### src/rtl/core_pkg.sv
// core_pkg: shared types and constants for the memory port arbiter
package core_pkg;
  typedef enum logic [1:0] {ARB_IDLE, ARB_REQ, ARB_RESP} arb_state_t;
  localparam logic ARB_OWN_FETCH = 1'b0;
  localparam logic ARB_OWN_DATA = 1'b1;
endpackage

### src/rtl/mem_arb_pick.sv
// mem_arb_pick: data-first winner selection with a streak limit that lets fetch through
module mem_arb_pick #(
  parameter int MAX_STREAK = 4
) (
  input  logic CLK,
  input  logic resetn,
  input  logic i_req,
  input  logic d_req,
  input  logic grant,
  output logic pick_data
);
  localparam int SW = $clog2(MAX_STREAK + 1);
  localparam logic [SW-1:0] MAX = SW'(MAX_STREAK);
  logic [SW-1:0] streak;
  assign pick_data = d_req && !(i_req && streak == MAX);
  always_ff @(posedge CLK)
    if (!resetn) streak <= '0;
    else if (grant) streak <= (pick_data && i_req) ? ((streak == MAX) ? MAX : streak + 1'b1) : '0;
endmodule

### src/rtl/mem_port_arbiter.sv
// mem_port_arbiter: shares one memory port between fetch and data, one transaction at a time
module mem_port_arbiter
  import core_pkg::*;
#(
  parameter int AW = 32,
  parameter int DW = 32,
  parameter int MAX_STREAK = 4
) (
  input  logic          CLK,
  input  logic          resetn,
  input  logic          i_req,
  input  logic [AW-1:0] i_addr,
  output logic          i_gnt,
  output logic          i_rvalid,
  output logic [DW-1:0] i_rdata,
  input  logic          d_req,
  input  logic          d_we,
  input  logic [AW-1:0] d_addr,
  input  logic [DW-1:0] d_wdata,
  input  logic [DW/8-1:0] d_be,
  output logic          d_gnt,
  output logic          d_rvalid,
  output logic [DW-1:0] d_rdata,
  output logic          mem_req,
  output logic          mem_we,
  output logic [AW-1:0] mem_addr,
  output logic [DW-1:0] mem_wdata,
  output logic [DW/8-1:0] mem_be,
  input  logic          mem_ready,
  input  logic          mem_rvalid,
  input  logic [DW-1:0] mem_rdata,
  output logic          busy
);
  arb_state_t state;
  logic owner, pick_data, grant, resp;
  assign grant = resetn && state == ARB_IDLE && (i_req || d_req);
  mem_arb_pick #(.MAX_STREAK(MAX_STREAK)) u_pick (
    .CLK(CLK), .resetn(resetn), .i_req(i_req), .d_req(d_req), .grant(grant), .pick_data(pick_data)
  );
  // gating with resetn keeps a reset cycle from leaking a grant or a response
  assign resp = resetn && state == ARB_RESP && mem_rvalid;
  assign i_gnt = grant && !pick_data;
  assign d_gnt = grant && pick_data;
  assign i_rvalid = resp && owner == ARB_OWN_FETCH;
  assign d_rvalid = resp && owner == ARB_OWN_DATA;
  assign i_rdata = mem_rdata;
  assign d_rdata = mem_rdata;
  assign mem_req = state == ARB_REQ;
  assign busy = state != ARB_IDLE;
  always_ff @(posedge CLK)
    if (!resetn) begin
      state <= ARB_IDLE;
      owner <= ARB_OWN_FETCH;
      mem_we <= 1'b0;
      mem_addr <= '0;
      mem_wdata <= '0;
      mem_be <= '0;
    end else if (grant) begin
      state <= ARB_REQ;
      owner <= pick_data ? ARB_OWN_DATA : ARB_OWN_FETCH;
      mem_we <= pick_data && d_we;
      mem_addr <= pick_data ? d_addr : i_addr;
      mem_wdata <= pick_data ? d_wdata : '0;
      mem_be <= (pick_data && d_we) ? d_be : '1;
    end else if (state == ARB_REQ && mem_ready) state <= ARB_RESP;
    else if (resp) state <= ARB_IDLE;
endmodule

### config.mk
export PLATFORM = sky130hd
export DESIGN_NAME = mem_port_arbiter
export DESIGN_NICKNAME = d
export VERILOG_FILES = /design/src/rtl/core_pkg.sv /design/src/rtl/mem_arb_pick.sv /design/src/rtl/mem_port_arbiter.sv
export SDC_FILE = /design/constraint.sdc
export NUM_CORES = 1
export LEC_CHECK = 0
export BUFFER_PORTS_ARGS = -buffer_cell sky130_fd_sc_hd__buf_4
export CAP_MARGIN = 0
export CORE_MARGIN = 2
export CORE_UTILIZATION = 30
export DETAILED_ROUTE_END_ITERATION = 10
export PLACE_DENSITY = 0.76
export SKIP_CTS_REPAIR_TIMING = 1
export SLEW_MARGIN = 5
export SYNTH_ARGS = -nofsm -noshare
export SYNTH_HDL_FRONTEND = slang
export SYNTH_SLANG_ARGS = --single-unit
### constraint.sdc
create_clock -name CLK -period 2 [get_ports CLK]
set_input_delay 0.5 -clock CLK [delete_from_list [all_inputs] [get_ports CLK]]
set_output_delay 0.5 -clock CLK [all_outputs]
set_load 0.05 [all_outputs]
After elaboration in Yosys (flattened, before gate mapping)
Index checks and enable logic that the tools add are counted. W data, S select, Z words.

Bits in registers: 75. Input port bits: 139. Output and inout bits: 139. Word-level logic and storage cells: 44.

Add/sub/neg operators: 1. Equal/unequal tests: 3. Mux-type cells: 9. Bitwise gates (word level): 2. Reduce and logical (&&, ||, !) cells: 21.

Operators with widths (number): $mux W32 (2); $logic_and A1 B1 Y1 (13); $mux W3 (2); $mux W2 (2); $mux W4 (1); $reduce_bool A2 Y1 (2); $add A3 B1 Y3 const B (1); $eq A3 B3 Y1 const B (1); $reduce_bool A3 Y1 (1); $eq A2 B1 Y1 const B (1); $eq A2 B2 Y1 const B (1); $logic_not A1 Y1 (2); $logic_not A2 Y1 (1); $mux W1 (2); $not A1 Y1 (2); $reduce_or A2 Y1 (1); $logic_or A1 B1 Y1 (1).

Longest topological paths before layout
Depth in word-level cells: 6. Gate-level depth with buffers: 7. Mapped depth without buffers: 5.

Cells and area by module
A second synthesis with hierarchy kept.

Cells, all modules: 350. Area total of the unflattened synthesis: 3464.6 um2.

By module, submodules not included: mem_port_arbiter (times used 1, cells each 330, area an instance 3278.1 um2, seq. area each 1441.4 um2); mem_arb_pick (times used 1, cells each 20, area an instance 186.4 um2, seq. area each 60.1 um2).

Least setup slack after synthesis
No wires, ideal clock.

Path type: input -> output. Start: input port resetn. End: output port d_rvalid. Data arrival time: 2.209 ns. Required time: 1.500 ns. Slack: -0.709 ns. Stages: 4. Buffers on the path: 2. Path through: buf_2 clkbuf_1 nand3_1 nor3b_1.

Word-level cells in the longest chain between the ends: 3.

Ends and longest elaborated chain: from (decl) (RTL line mem_port_arbiter.sv:10) `input logic resetn,`; $logic_and A1 B1 Y1 (2 in series) (RTL line mem_port_arbiter.sv:41) `assign resp = resetn && state == ARB_RESP && mem_rvalid;`; $logic_and A1 B1 Y1 (RTL line mem_port_arbiter.sv:45) `assign d_rvalid = resp && owner == ARB_OWN_DATA;`; to (decl) (RTL line mem_port_arbiter.sv:22) `output logic d_rvalid,`.

Every way passes these cells.

Worst setup path in the final report
Start: register u_pick.streak[0]. End: output port i_gnt.

Word-level cells in the longest chain between the ends: 6.

Ends and longest elaborated chain: from (decl) (RTL line mem_arb_pick.sv:14) `logic [SW-1:0] streak;`; from (signal assigned) (RTL line mem_arb_pick.sv:18) `else if (grant) streak <= (pick_data && i_req) ? ((streak == MAX) ? MAX : streak + 1'b1) : '0;`; $eq A3 B3 Y1 (RTL line mem_arb_pick.sv:15) `assign pick_data = d_req && !(i_req && streak == MAX);`; $logic_and A1 B1 Y1 (RTL line mem_arb_pick.sv:15); $logic_not A1 Y1 (RTL line mem_arb_pick.sv:15); $logic_and A1 B1 Y1 (RTL line mem_arb_pick.sv:15); $logic_not A1 Y1 (RTL line mem_port_arbiter.sv:42) `assign i_gnt = grant && !pick_data;`; $logic_and A1 B1 Y1 (RTL line mem_port_arbiter.sv:42); to (decl) (RTL line mem_port_arbiter.sv:13) `output logic i_gnt,`.

Every way passes these cells.

==> run summary <==
status: finished clean
Crit Reg-Reg Startpoint: state[0]$_SDFFE_PN0P_
H-Tree Level Count: 3
initial DRC count: 137
initial antenna violation count: 0
Area Growth Syn to Fin: 38.3%
Die Y: 118 um
pre-CTS setup slack: 0.125 ns
area of the multi-input gates: 0.00180 mm2
critical path peak fanout: 4
register bit total from synthesis: 75
Max Slew Vio Count: 0
Die W: 118 um
number of port buffers: 181
post-layout util: 42.6%
Mapped Area: 0.00390 mm2
crit path max-delay cell type: dfxtp_1
post-route ant nets: 0
Syn Inst Count: 445
commonest non-fill, non-tap cells in the layout: 196 x buf_4, 73 x dfxtp_1, 42 x nand2_1, 29 x and3_1, 29 x o21ai_0
CP endpoint: i_gnt
largest net degree at the start of global routing: 42
ys async rst share: 0%
synthesized area per cell: 8.77 um2
Fin. Hold Viols: 0
# DRC: 0
Logic pwr share: 31.6%
Buf+Inv Stages, Crit Path: 3
Area after DPL: 0.00507 mm2
worst stage delay on the critical path: 0.33 ns
fin nets: 691
Psw: 0.00170 W
standard-cell rows: 41
Worst R2R Path Depth: 5
vias per std cell: 5.17
max_cap viols: 0
Slew HR: 70.2%
Ys Warns: 0
PwrDens: 885 mW/mm2
Final GP Congestion: 0.744
Tot GR Track Use: 16.6%
CP required: 1.50 ns
Starting Density: 30.8%
Die ar.: 0.0139 mm2
Pre-antenna DRT Iters: 6
Final period util: 97.4%
number of flops mapped to enable cells by yosys: 0
crit-path cells: inv_2, ha_4, nand3_4, buf_6, a21oi_4, buf_8
Layout Skew: 0.00708 ns
Worst Tran Pin Value: 0.435 ns
reg2reg end: mem_addr[12]$_SDFFE_PN0P_
sequential area share after synthesis: 38.5%
Distinct cells, synth: 40
vias in the first global route: 3,656
Critical Path AT: 1.45 ns
CP top delay family: buffers and inverters
crit path capture type: primary output
Final setup viols: 0
register area: 0.00150 mm2
Internal: 0.00307 W
Mapped Nets: 586
# fillers: 1,263
Min Clock Period, post-route: 1.95 ns
WP depth: 6
total congestion overflow: 0
sw frac: 35.7%
vias post-DR: 3,760
Flop pwr share: 36.4%
Hold WS: 0.365 ns
Clock Pin Slew Worst Setup and Hold Paths: 0.06 ns
Critical Path Source Type: flip-flop
setup TNS: 0 ns
ratio of cells with drive above 1 in the final layout: 42.0%
CTS tree: done
leakage: 2.44 nW
WL per Instance: 16.2 um
clock share of power: 32.0%
Core ar.: 0.0127 mm2
post-route design area: 0.00540 mm2
Synth Flop Type: dfxtp_1
Skew-Pair Late Insertion Delay: 0.34 ns
worst setup margin: 0.0512 ns
internal reg-to-reg setup slack: 0.30 ns
RSZ-0062 raised after global routing: yes
Fmax: 0.513 GHz
first-pass GRT wire length: 18.5 mm
Peak VDD IR: 0.635 mV
Setup crit start: u_pick.streak[0]$_SDFFE_PN0P_
CTS sink cnt: 75
CTS max path bufs: 2
commonest non-fill, non-tap cell in the layout: buf_4
Setup CP Type: reg2out
Post-DP HPWL: 8.75 mm
CTS buffer count: 9
ant diodes: 0
Total Routed Length: 11.8 mm
Clock Tree Root: clkbuf_16
Ports: 278
HP Class: in2reg
==> registers in the layout (all words and copies together), names as in the netlist <==
register	cells
mem_addr	32
mem_wdata	32
mem_be	4
u_pick.streak	3
state	2
mem_we	1
owner	1
==> metal layers <==
layer  track usage [%]  wire length, um
met1              18.0             4720
met2              29.0             5790
met3              6.20              978
met4              6.93              308
met5                 0                0
==> power by group through the flow <==
stage | sequential (W) | clock [W] | combinational [W]
2_1_floorplan | 0.00225 | 0 | 0.000808
3_3_place_gp | 0.00176 | 0 | 0.00148
3_5_place_dp | 0.00177 | 0 | 0.00151
4_1_cts | 0.00174 | 0.00159 | 0.00151
5_1_grt | 0.00176 | 0.00166 | 0.00159
6_report | 0.00174 | 0.00153 | 0.00151
==> worst min-delay path by stage <==
| stage | depth (start not counted) | slack (ns) | from | end |
|---|---|---|---|---|
| 2_1_floorplan | 2 | 0.45 | u_pick.streak[1]$_SDFFE_PN0P_ | u_pick.streak[1]$_SDFFE_PN0P_ |
| 3_3_place_gp | 2 | 0.45 | mem_wdata[4]$_SDFFE_PN0P_ | mem_wdata[4]$_SDFFE_PN0P_ |
| 3_5_place_dp | 2 | 0.45 | mem_wdata[3]$_SDFFE_PN0P_ | mem_wdata[3]$_SDFFE_PN0P_ |
| 4_1_cts | 2 | 0.35 | d_wdata[27] | mem_wdata[27]$_SDFFE_PN0P_ |
| 5_1_grt | 2 | 0.36 | d_wdata[27] | mem_wdata[27]$_SDFFE_PN0P_ |
| 6_report | 2 | 0.37 | d_wdata[27] | mem_wdata[27]$_SDFFE_PN0P_ |
==> through the flow <==
stage | instances | power, W
final | 727 | 0.00478
after floorplan | 445 | 0.00306
after global routing | 727 | 0.00500
after detailed placement | 710 | 0.00328
after global placement | 710 | 0.00324
after CTS | 726 | 0.00483
==> logic make-up after synthesis <==
logic type,share of synthesized area (%)
AO/OA/AOI/OAI,27.3
adder cells (fa/ha/maj),0.641
buffers and inverters,17.4
flip-flops,38.5
AND/OR/NAND/NOR,16.3
==> layout make-up <==
cell class / count / share of cell area (%)
well taps: 172 / 3.99
flip-flops and latches: 75 / 27.9
multi-input cells: 258 / 33.3
repair buffers: 203 / 29.5
clock inverters: 6 / 0.928
inverters: 3 / 0.209
clock buffers: 10 / 4.24
==> synthesized netlist by cell type, drive strengths merged, types with 2 or more instances <==
cell type,n,area share [%]
inv,3,0.29
nand3,2,0.26
a22oi,4,0.77
nor3,5,0.64
o22ai,5,0.80
buf,79,14
nor3b,2,0.67
and3,29,4.7
nand2,42,4.0
dfxtp,75,38
clkbuf,30,3.0
o21bai,26,5.0
nor2,2,0.38
o21ai,30,3.9
nand4,28,4.5
a32o,8,2.1
o311a,26,6.7
ha,2,0.64
a21boi,28,5.4
a22o,5,1.1
a21oi,2,0.26
Power figures use the tool's default switching activity.
